===== src/rtl/char_grab.sv =====
// char_grab: samples an 8x8 block of 16-bit pixels from a framebuffer through a
// pipelined Avalon-MM read master and builds a 64-bit "pixel == match colour" bitmap.
module char_grab #(
    parameter int XRES    = 640,
    parameter int MAX_OUT = 4
) (
    input  logic        clock,
    input  logic        clock_areset_n,
    // Avalon-MM slave (register file)
    input  logic [3:0]  s_address,
    input  logic [31:0] s_writedata,
    output logic [31:0] s_readdata,
    input  logic        s_read,
    input  logic        s_write,
    output logic        s_waitrequest,
    output logic        s_irq,
    // Avalon-MM pipelined read master (framebuffer)
    output logic [31:0] m_address,
    output logic [1:0]  m_byteenable,
    output logic        m_read,
    input  logic [15:0] m_readdata,
    input  logic        m_readdatavalid,
    input  logic        m_waitrequest
);

    typedef enum logic [1:0] {
        IDLE  = 2'd0,
        FETCH = 2'd1,
        DRAIN = 2'd2
    } state_t;

    localparam logic [31:0] ROW_STEP  = 32'(2 * XRES);
    localparam logic [3:0]  OUT_LIMIT = 4'(MAX_OUT);
    localparam logic [6:0]  NUM_PIX   = 7'd64;
    localparam logic [6:0]  LAST_PIX  = 7'd63;

    localparam logic [3:0] REG_CTRL   = 4'd0;
    localparam logic [3:0] REG_PTR    = 4'd1;
    localparam logic [3:0] REG_MATCH  = 4'd2;
    localparam logic [3:0] REG_BMP_LO = 4'd3;
    localparam logic [3:0] REG_BMP_HI = 4'd4;
    localparam logic [3:0] REG_IRQCLR = 4'd5;

    state_t      state_reg;
    state_t      state_next;

    // programmed registers (visible on the slave) and per-job latched copies
    logic        irq_en_reg;
    logic [31:0] pointer_reg;
    logic [15:0] match_reg;
    logic [15:0] job_match_reg;
    logic        irq_reg;

    // master-side bookkeeping
    logic [31:0] addr_reg;
    logic [31:0] row_base_reg;
    logic [2:0]  col_reg;
    logic [6:0]  issue_cnt_reg;
    logic [6:0]  ret_cnt_reg;
    logic [3:0]  out_cnt_reg;
    logic [63:0] bitmap_reg;
    logic [63:0] bitmap_next;

    // slave read handshake
    logic        rd_phase_reg;
    logic [31:0] rdata_reg;
    logic [31:0] rd_mux;

    logic        busy;
    logic        wr_ctrl;
    logic        start_job;
    logic        clear_irq;
    logic        accept;
    logic        rvalid;
    logic        last_ret;
    logic        pix_hit;

    assign busy       = (state_reg != IDLE);
    assign wr_ctrl    = s_write && (s_address == REG_CTRL);
    assign start_job  = wr_ctrl && s_writedata[0] && (state_reg == IDLE);
    assign clear_irq  = s_write && (s_address == REG_IRQCLR) && s_writedata[0];
    assign accept     = m_read && !m_waitrequest;
    // responses arriving while idle belong to no job and are dropped
    assign rvalid     = m_readdatavalid && busy;
    assign last_ret   = rvalid && (ret_cnt_reg == LAST_PIX);
    assign pix_hit    = (m_readdata == job_match_reg);

    assign m_address     = addr_reg;
    assign m_byteenable  = 2'b11;
    assign s_irq         = irq_reg;
    assign s_readdata    = rdata_reg;
    assign s_waitrequest = s_read && !rd_phase_reg;

    // ------------------------------------------------------------------
    // FSM
    // ------------------------------------------------------------------
    always_ff @(posedge clock or negedge clock_areset_n) begin
        if (!clock_areset_n) begin
            state_reg <= IDLE;
        end else begin
            state_reg <= state_next;
        end
    end

    // m_read depends only on registered state so it cannot drop under waitrequest
    always_comb begin
        state_next = state_reg;
        m_read     = 1'b0;
        case (state_reg)
            IDLE: begin
                if (start_job) begin
                    state_next = FETCH;
                end
            end
            FETCH: begin
                m_read = (issue_cnt_reg < NUM_PIX) && (out_cnt_reg < OUT_LIMIT);
                if (accept && (issue_cnt_reg == LAST_PIX)) begin
                    state_next = DRAIN;
                end
            end
            DRAIN: begin
                if (last_ret) begin
                    state_next = IDLE;
                end
            end
            default: begin
                state_next = IDLE;
            end
        endcase
    end

    // ------------------------------------------------------------------
    // Register file writes and interrupt
    // ------------------------------------------------------------------
    always_ff @(posedge clock or negedge clock_areset_n) begin
        if (!clock_areset_n) begin
            irq_en_reg  <= 1'b0;
            pointer_reg <= 32'd0;
            match_reg   <= 16'd0;
        end else if (s_write) begin
            case (s_address)
                REG_CTRL:  irq_en_reg  <= s_writedata[2];
                REG_PTR:   pointer_reg <= s_writedata;
                REG_MATCH: match_reg   <= s_writedata[15:0];
                default: ;
            endcase
        end
    end

    // completion wins over a coincident clear so the event is never lost
    always_ff @(posedge clock or negedge clock_areset_n) begin
        if (!clock_areset_n) begin
            irq_reg <= 1'b0;
        end else if (last_ret && irq_en_reg) begin
            irq_reg <= 1'b1;
        end else if (clear_irq) begin
            irq_reg <= 1'b0;
        end
    end

    // ------------------------------------------------------------------
    // Slave read: one wait cycle, data registered for the second cycle
    // ------------------------------------------------------------------
    always_comb begin
        rd_mux = 32'd0;
        case (s_address)
            REG_CTRL:   rd_mux = {28'd0, irq_reg, irq_en_reg, busy, 1'b0};
            REG_PTR:    rd_mux = pointer_reg;
            REG_MATCH:  rd_mux = {16'd0, match_reg};
            REG_BMP_LO: rd_mux = bitmap_reg[31:0];
            REG_BMP_HI: rd_mux = bitmap_reg[63:32];
            default:    rd_mux = 32'd0;
        endcase
    end

    always_ff @(posedge clock or negedge clock_areset_n) begin
        if (!clock_areset_n) begin
            rd_phase_reg <= 1'b0;
            rdata_reg    <= 32'd0;
        end else begin
            rd_phase_reg <= s_read && !rd_phase_reg;
            if (s_read && !rd_phase_reg) begin
                rdata_reg <= rd_mux;
            end
        end
    end

    // ------------------------------------------------------------------
    // Address walk: row-major over the 8x8 block
    // ------------------------------------------------------------------
    always_ff @(posedge clock or negedge clock_areset_n) begin
        if (!clock_areset_n) begin
            addr_reg      <= 32'd0;
            row_base_reg  <= 32'd0;
            col_reg       <= 3'd0;
            issue_cnt_reg <= 7'd0;
            job_match_reg <= 16'd0;
        end else if (start_job) begin
            addr_reg      <= pointer_reg;
            row_base_reg  <= pointer_reg;
            col_reg       <= 3'd0;
            issue_cnt_reg <= 7'd0;
            job_match_reg <= match_reg;
        end else if (accept) begin
            issue_cnt_reg <= issue_cnt_reg + 7'd1;
            if (col_reg == 3'd7) begin
                row_base_reg <= row_base_reg + ROW_STEP;
                addr_reg     <= row_base_reg + ROW_STEP;
                col_reg      <= 3'd0;
            end else begin
                addr_reg <= addr_reg + 32'd2;
                col_reg  <= col_reg + 3'd1;
            end
        end
    end

    // ------------------------------------------------------------------
    // Outstanding / return tracking
    // ------------------------------------------------------------------
    always_ff @(posedge clock or negedge clock_areset_n) begin
        if (!clock_areset_n) begin
            out_cnt_reg <= 4'd0;
            ret_cnt_reg <= 7'd0;
        end else if (start_job) begin
            out_cnt_reg <= 4'd0;
            ret_cnt_reg <= 7'd0;
        end else begin
            if (rvalid) begin
                ret_cnt_reg <= ret_cnt_reg + 7'd1;
            end
            case ({accept, rvalid})
                2'b10:   out_cnt_reg <= out_cnt_reg + 4'd1;
                2'b01:   out_cnt_reg <= out_cnt_reg - 4'd1;
                default: out_cnt_reg <= out_cnt_reg;
            endcase
        end
    end

    // one compare result per returned pixel, steered to its bit by the return index
    generate
        for (genvar gi = 0; gi < 64; gi++) begin : g_bitmap
            assign bitmap_next[gi] = (rvalid && (ret_cnt_reg[5:0] == 6'(gi)))
                                     ? pix_hit : bitmap_reg[gi];
        end
    endgenerate

    always_ff @(posedge clock or negedge clock_areset_n) begin
        if (!clock_areset_n) begin
            bitmap_reg <= 64'd0;
        end else if (start_job) begin
            bitmap_reg <= 64'd0;
        end else begin
            bitmap_reg <= bitmap_next;
        end
    end

endmodule


===== config.mk =====
export PLATFORM = sky130hd
export DESIGN_NAME = char_grab
export DESIGN_NICKNAME = d
export VERILOG_FILES = /design/src/rtl/char_grab.sv
export SDC_FILE = /design/constraint.sdc
export NUM_CORES = 1
export LEC_CHECK = 0
export ABC_AREA = 0
export CAP_MARGIN = 25
export CORE_ASPECT_RATIO = 0.7
export CORE_MARGIN = 2
export CORE_UTILIZATION = 55
export DETAILED_ROUTE_END_ITERATION = 12
export PLACE_DENSITY_LB_ADDON = 0.25
export SLEW_MARGIN = 10
export SYNTH_ARGS = -nofsm -noshare
export SYNTH_HDL_FRONTEND = slang
export SYNTH_SLANG_ARGS = --single-unit

===== constraint.sdc =====
create_clock -name clock -period 3.6 [get_ports clock]
set_input_delay 0.72 -clock clock [delete_from_list [all_inputs] [get_ports clock]]
set_output_delay 0.72 -clock clock [all_outputs]
set_load 0.02 [all_outputs]

## Yosys cells after proc, flatten, opt, wreduce, memory -nomap -nowiden

Cells that the tools add are included.

- Bits of input ports: 58
- Logic and storage cells: 410
- Output and inout port bits: 69
- Flip-flop bits (word level): 250

- Order comparisons: 2
- Add/subtract/negate cells: 7
- Mux-type cells: 88
- Reduce and logical (&&, ||, !) cells: 156
- Equality and inequality tests: 79

Operators with widths:

| cell | count |
|---|---|
| $eq A6 B6 Y1 const B | 32 |
| $mux W32 | 6 |
| $pmux W32 S5 | 1 |
| $reduce_bool A2 Y1 | 69 |
| $eq A6 B5 Y1 const B | 16 |
| $logic_and A1 B1 Y1 | 76 |
| $mux W1 | 67 |
| $mux W64 | 1 |
| $eq A6 B4 Y1 const B | 8 |
| $add A32 B11 Y32 const B | 1 |
| $add A32 B2 Y32 const B | 1 |
| $mux W7 | 4 |
| $eq A6 B3 Y1 const B | 4 |
| $eq A16 B16 Y1 | 1 |
| $add A7 B1 Y7 const B | 2 |
| $eq A7 B6 Y1 const B | 2 |
| $eq A6 B2 Y1 const B | 2 |
| $mux W3 | 3 |
| $eq A4 B2 Y1 const B | 2 |
| $eq A4 B3 Y1 const B | 2 |
| $pmux W4 S2 | 1 |
| $reduce_and A2 Y1 | 4 |
| $lt A7 B7 Y1 const B | 1 |
| $eq A6 B1 Y1 const B | 1 |
| other kinds (18) | 25 |

## Logic depth before layout (Yosys ltp)

Gate-level depths: netlist (run 1).

- Depth in word-level cells: 7
- Mapped depth: 10
- Depth with buffers taken out: 9

## Least setup slack after synthesis (run 1)

No wires, ideal clock.

- Path kind: flip-flop to flip-flop
- Start: register state_reg[1]
- End: register out_cnt_reg[3]
- Period minus slack after synthesis: 2.834 ns
- Cell stages (with the launch flop): 11
- Library setup time: 0.094 ns
- Arrival time: 2.740 ns
- Path buffers: 1
- Slack: 0.766 ns
- Cell sequence: dfrtp_1 > or4b_4 > nor3_4 > clkbuf_1 > nor2_1 > ha_1 > a21o_1 > a21oi_1 > nor3_1 > a21o_1 > a211oi_1

- Word-level cells in the longest chain between the ends: 6

RTL lines:

| what | RTL line | text |
|---|---|---|
| start: declaration | 44 | `state_t state_reg;` |
| start signal: assignment | 101 | `state_reg <= state_next;` |
| $eq A2 B1 Y1 | 109 | `case (state_reg)` |
| $mux W1 | 109 |  |
| $logic_and A1 B1 Y1 | 82 | `assign accept = m_read && !m_waitrequest;` |
| $eq A2 B1 Y1 or $eq A2 B2 Y1 (tied branches) | 231 | `case ({accept, rvalid})` |
| $pmux W4 S2 | 231 |  |
| $mux W4 | 224 | `end else if (start_job) begin` |
| end signal: assignment | 232 | `2'b10: out_cnt_reg <= out_cnt_reg + 4'd1;` |
| end signal: assignment | 233 | `2'b01: out_cnt_reg <= out_cnt_reg - 4'd1;` |
| end signal: assignment | 234 | `default: out_cnt_reg <= out_cnt_reg;` |
| end: declaration | 60 | `logic [3:0] out_cnt_reg;` |

Several ways; a longest one is shown, not always the timed one.
A chain may end at the register's enable or synchronous reset.

## Worst setup path after layout (run 1)

- Start: register state_reg[1]
- End: output port m_read

- Word-level cells in the longest chain between the ends: 2

RTL lines:

| what | RTL line | text |
|---|---|---|
| $eq A2 B1 Y1 | 109 |  |
| $mux W1 | 109 |  |
| end: declaration | 20 | `output logic m_read,` |

No other way between the ends.

==> impl_metrics.toml, run 1 <==
[routing]
met3WireLength_um = 3310
highest_layer = "met4"
wirelength_met1_um = 16400
vias = 10500
routed_via_density = 6.41
antenna_left = 0
drtPass1Iterations = 9
dr.first_iter.drc_count = 1260
routed-wl-met2_um = 15400
wl_per_cell_um = 22.2
drc = 0
wirelength_um = 36200

[clocking]
cts_tree = "done"
clkLatencyLatePin_ns = 0.52
cts-hold-fix-buffers = 0
path_clk_slew_ns = 0.06
clock-sinks = 250
root_buffer = "clkbuf_16"
cts_inserted_buffers = 25
htreeDepth = 1
clockBufferDepth = 3
postCtsSetupBuffers = 0
ctsResizeCount = 0

[logic_synthesis]
avgSynthCellArea_um2 = 9.99
synthArstFlopShare_pct = 100
synth_commonest_cells = "dfrtp_1 (250), nand2_1 (201), o21ai_0 (86)"
ys.flop_type = "dfrtp_1"
yosysWarnings = 0
seq_area_frac_synth_pct = 50.6
synth-edff-count = 0
synth_cell_types = 60
yosysTopAreaCellShare_pct = 50.6
synth_largest_area_cell = "dfrtp_1"
synthTopCellsByArea = "dfrtp_1 (51%), nand2_1 (6.1%), mux2_2 (4.6%), o211ai_1 (3.9%), o31ai_1 (3.8%)"
ys_seq_elements = 250
netlist_area_um2 = 12400
syn_inst = 1239
yosysMostFrequentCell = "dfrtp_1"

[placement]
post-dp-hpwl_um = 25200
place_ws_ns = 0.520
gp_congestion = 0.937
io_buffers = 124
dpl.cell_count = 1590

[pwr]
power_density_nw_per_um2 = 554
ir_worst_vdd_mv = 0.367
leakagePower_uw = 0.00619
finalPower_uw = 8230

[critical_path]
cp_top_family = "simple AND/OR/NAND/NOR gates"
ff2ff_setup_slack_ns = 0.83
reg2reg_to = "m_address[31]$_DFFE_PN0P_"
crit_buf_inv = 1
cp-end-kind = "output pin"
crit_path_cell_trace = "or4b_4 > nor2_1 > clkdlybuf4s50_1"
cp.required_ns = 2.88
critPathKind = "reg2out"
reg2reg_depth = 6
crit_path_start_kind = "flip-flop"
critPathMaxFanout = 5
cp.arrival_ns = 2.41
max_stage_delay_ns = 0.64
worst_path_max_delay_cell = "clkdlybuf4s50_1"
r2r_start = "row_base_reg[13]$_DFFE_PN0P_"

[timing]
fin_hold_ws_ns = 0.246
grt_setup_unrepaired = "no"
tns_ns = 0
setup_viol = 0
hold_violations = 0
finalCritPeriodShare_pct = 86.9
clock_skew_ns = 0.0105
worst_slew_pin_slew_ns = 0.866
setup_ws_ns = 0.472
fmax_mhz = 320
min_period_ns = 3.13
slew_viol_final = 0
slew_headroom_pct = 42.2

[floorplan]
io_pins = 127
die_x_um = 183
initial_core_util_pct = 56.5
rows = 45
coreArea_um2 = 21900
die_h_um = 129
die_area_um2 = 23700

[grt]
grt_overflow = 0
track_usage_pct = 30.7
grt_pass1_wl_um = 56700
grt_pass1_vias = 9902
grt_start_max_net_pins = 109
antenna_found_initial = 0

[run_status]
status = "completed"

[hold_path]
worstHoldPathType = "in2async"

[layout]
diodes = 0
finalNonFillerCells = 1634
drive_gt1_share_pct = 10.5
fin_nets = 1406
nFillCells = 1655
syn_to_final_growth_pct = 20.1
largest_reg_flops = 64

[run]
maxCapViolCount = 0
==> power by group <==
part	internal, uW	switching, uW
logic	748	955
registers	3200	568
clock network	1670	1090
==> worst register-to-register path: stages, from the launching register on <==
cell,delay [ns]
dfrtp_1,0.48
nand4_1,0.49
nor4_2,0.90
nand3_1,0.19
o211ai_1,0.36
nor3_1,0.09
nor3_1,0.18
==> cell families (layout without fill, tap and decap cells) <==
logic type	after synthesis	count (layout)	share of synthesized area [%]
AO/OA/AOI/OAI	337	337	19.0
XOR/XNOR	85	85	6.02
adder cells (fa/ha/maj)	12	12	1.27
buffers and inverters	106	218	3.35
flip-flops	250	250	50.6
multiplexers	55	55	4.97
other	1	2	0.0303
AND/OR/NAND/NOR	393	393	14.8
==> placed cells by master, fill, tap and decap left out, types with 11 or more instances in the layout <==
cell             Yosys  routed
nand2_1            201     200
clkbuf_16            0      25
a21oi_1             30      30
ha_1                11      11
a22oi_1             11      11
o31ai_1             62      62
mux2_2              51      51
nand4_1             28      28
nor3_1              16      16
nor2_1              52      52
a222oi_1            25      25
buf_4                2      33
o211ai_1            65      65
clkdlybuf4s50_1      0     123
o21ai_0             86      85
inv_1               11      11
and3_1              14      14
xor2_1              33      33
dfrtp_1            250     250
xnor2_1             52      52
a221oi_1            16      16
nand3_1             39      39
==> area by class of cell <==
type,count,area [um^2],area share (%)
Multi-Input combinational cell,884,5730,38.6
Inverter,12,45.0,0.303
Clock inverter,6,109,0.733
Sequential cell,250,6260,42.1
Timing Repair Buffer,163,1600,10.8
Tap cell,282,353,2.37
Clock buffer,37,761,5.12
==> how the worst max path moves through the flow <==
stage,start,endpoint,slack [ns],cells after the start
floorplan,state_reg[1]$_DFFE_PN0P_,out_cnt_reg[3]$_DFFE_PN0P_,0.77,10
finish,state_reg[1]$_DFFE_PN0P_,m_read,0.47,3
global route,state_reg[1]$_DFFE_PN0P_,m_read,0.44,3
detailed placement,m_readdatavalid,out_cnt_reg[3]$_DFFE_PN0P_,0.52,9
CTS,state_reg[1]$_DFFE_PN0P_,m_read,0.49,3
global placement,s_address[3],m_address[5]$_DFFE_PN0P_,0.48,7
==> layer usage <==
| layer | up-vias | GRT usage [%] |
|---|---|---|
| met5 | - | 0 |
| met4 | 0 | 9.69 |
| met3 | 68 | 6.16 |
| met2 | 529 | 44.4 |
| met1 | 5122 | 46.7 |
| li1 | 4761 | - |
==> stage by stage <==
stage | util [%] | cell area (um^2)
final | 67.8 | 14900
after global routing | 67.8 | 14900
after CTS | 67.8 | 14800
after detailed placement | 63.8 | 14000
after global placement | 63.7 | 14000
after floorplan | - | 12400
Note: power is estimated with default switching activity, not from simulation.
==> run 2: changes to the inputs <==
--- a/config.mk
+++ b/config.mk
@@ -10,8 +10,11 @@
 export CORE_ASPECT_RATIO = 0.7
 export CORE_MARGIN = 2
 export CORE_UTILIZATION = 55
+export CTS_CLUSTER_DIAMETER = 80
 export DETAILED_ROUTE_END_ITERATION = 12
 export PLACE_DENSITY_LB_ADDON = 0.25
+export SETUP_SLACK_MARGIN = 0.2
+export SKIP_CTS_REPAIR_TIMING = 1
 export SLEW_MARGIN = 10
 export SYNTH_ARGS = -nofsm -noshare
 export SYNTH_HDL_FRONTEND = slang
==> results of run 2 <==
Same layout as run 1: the final DEF is identical, and so are final timing and power.
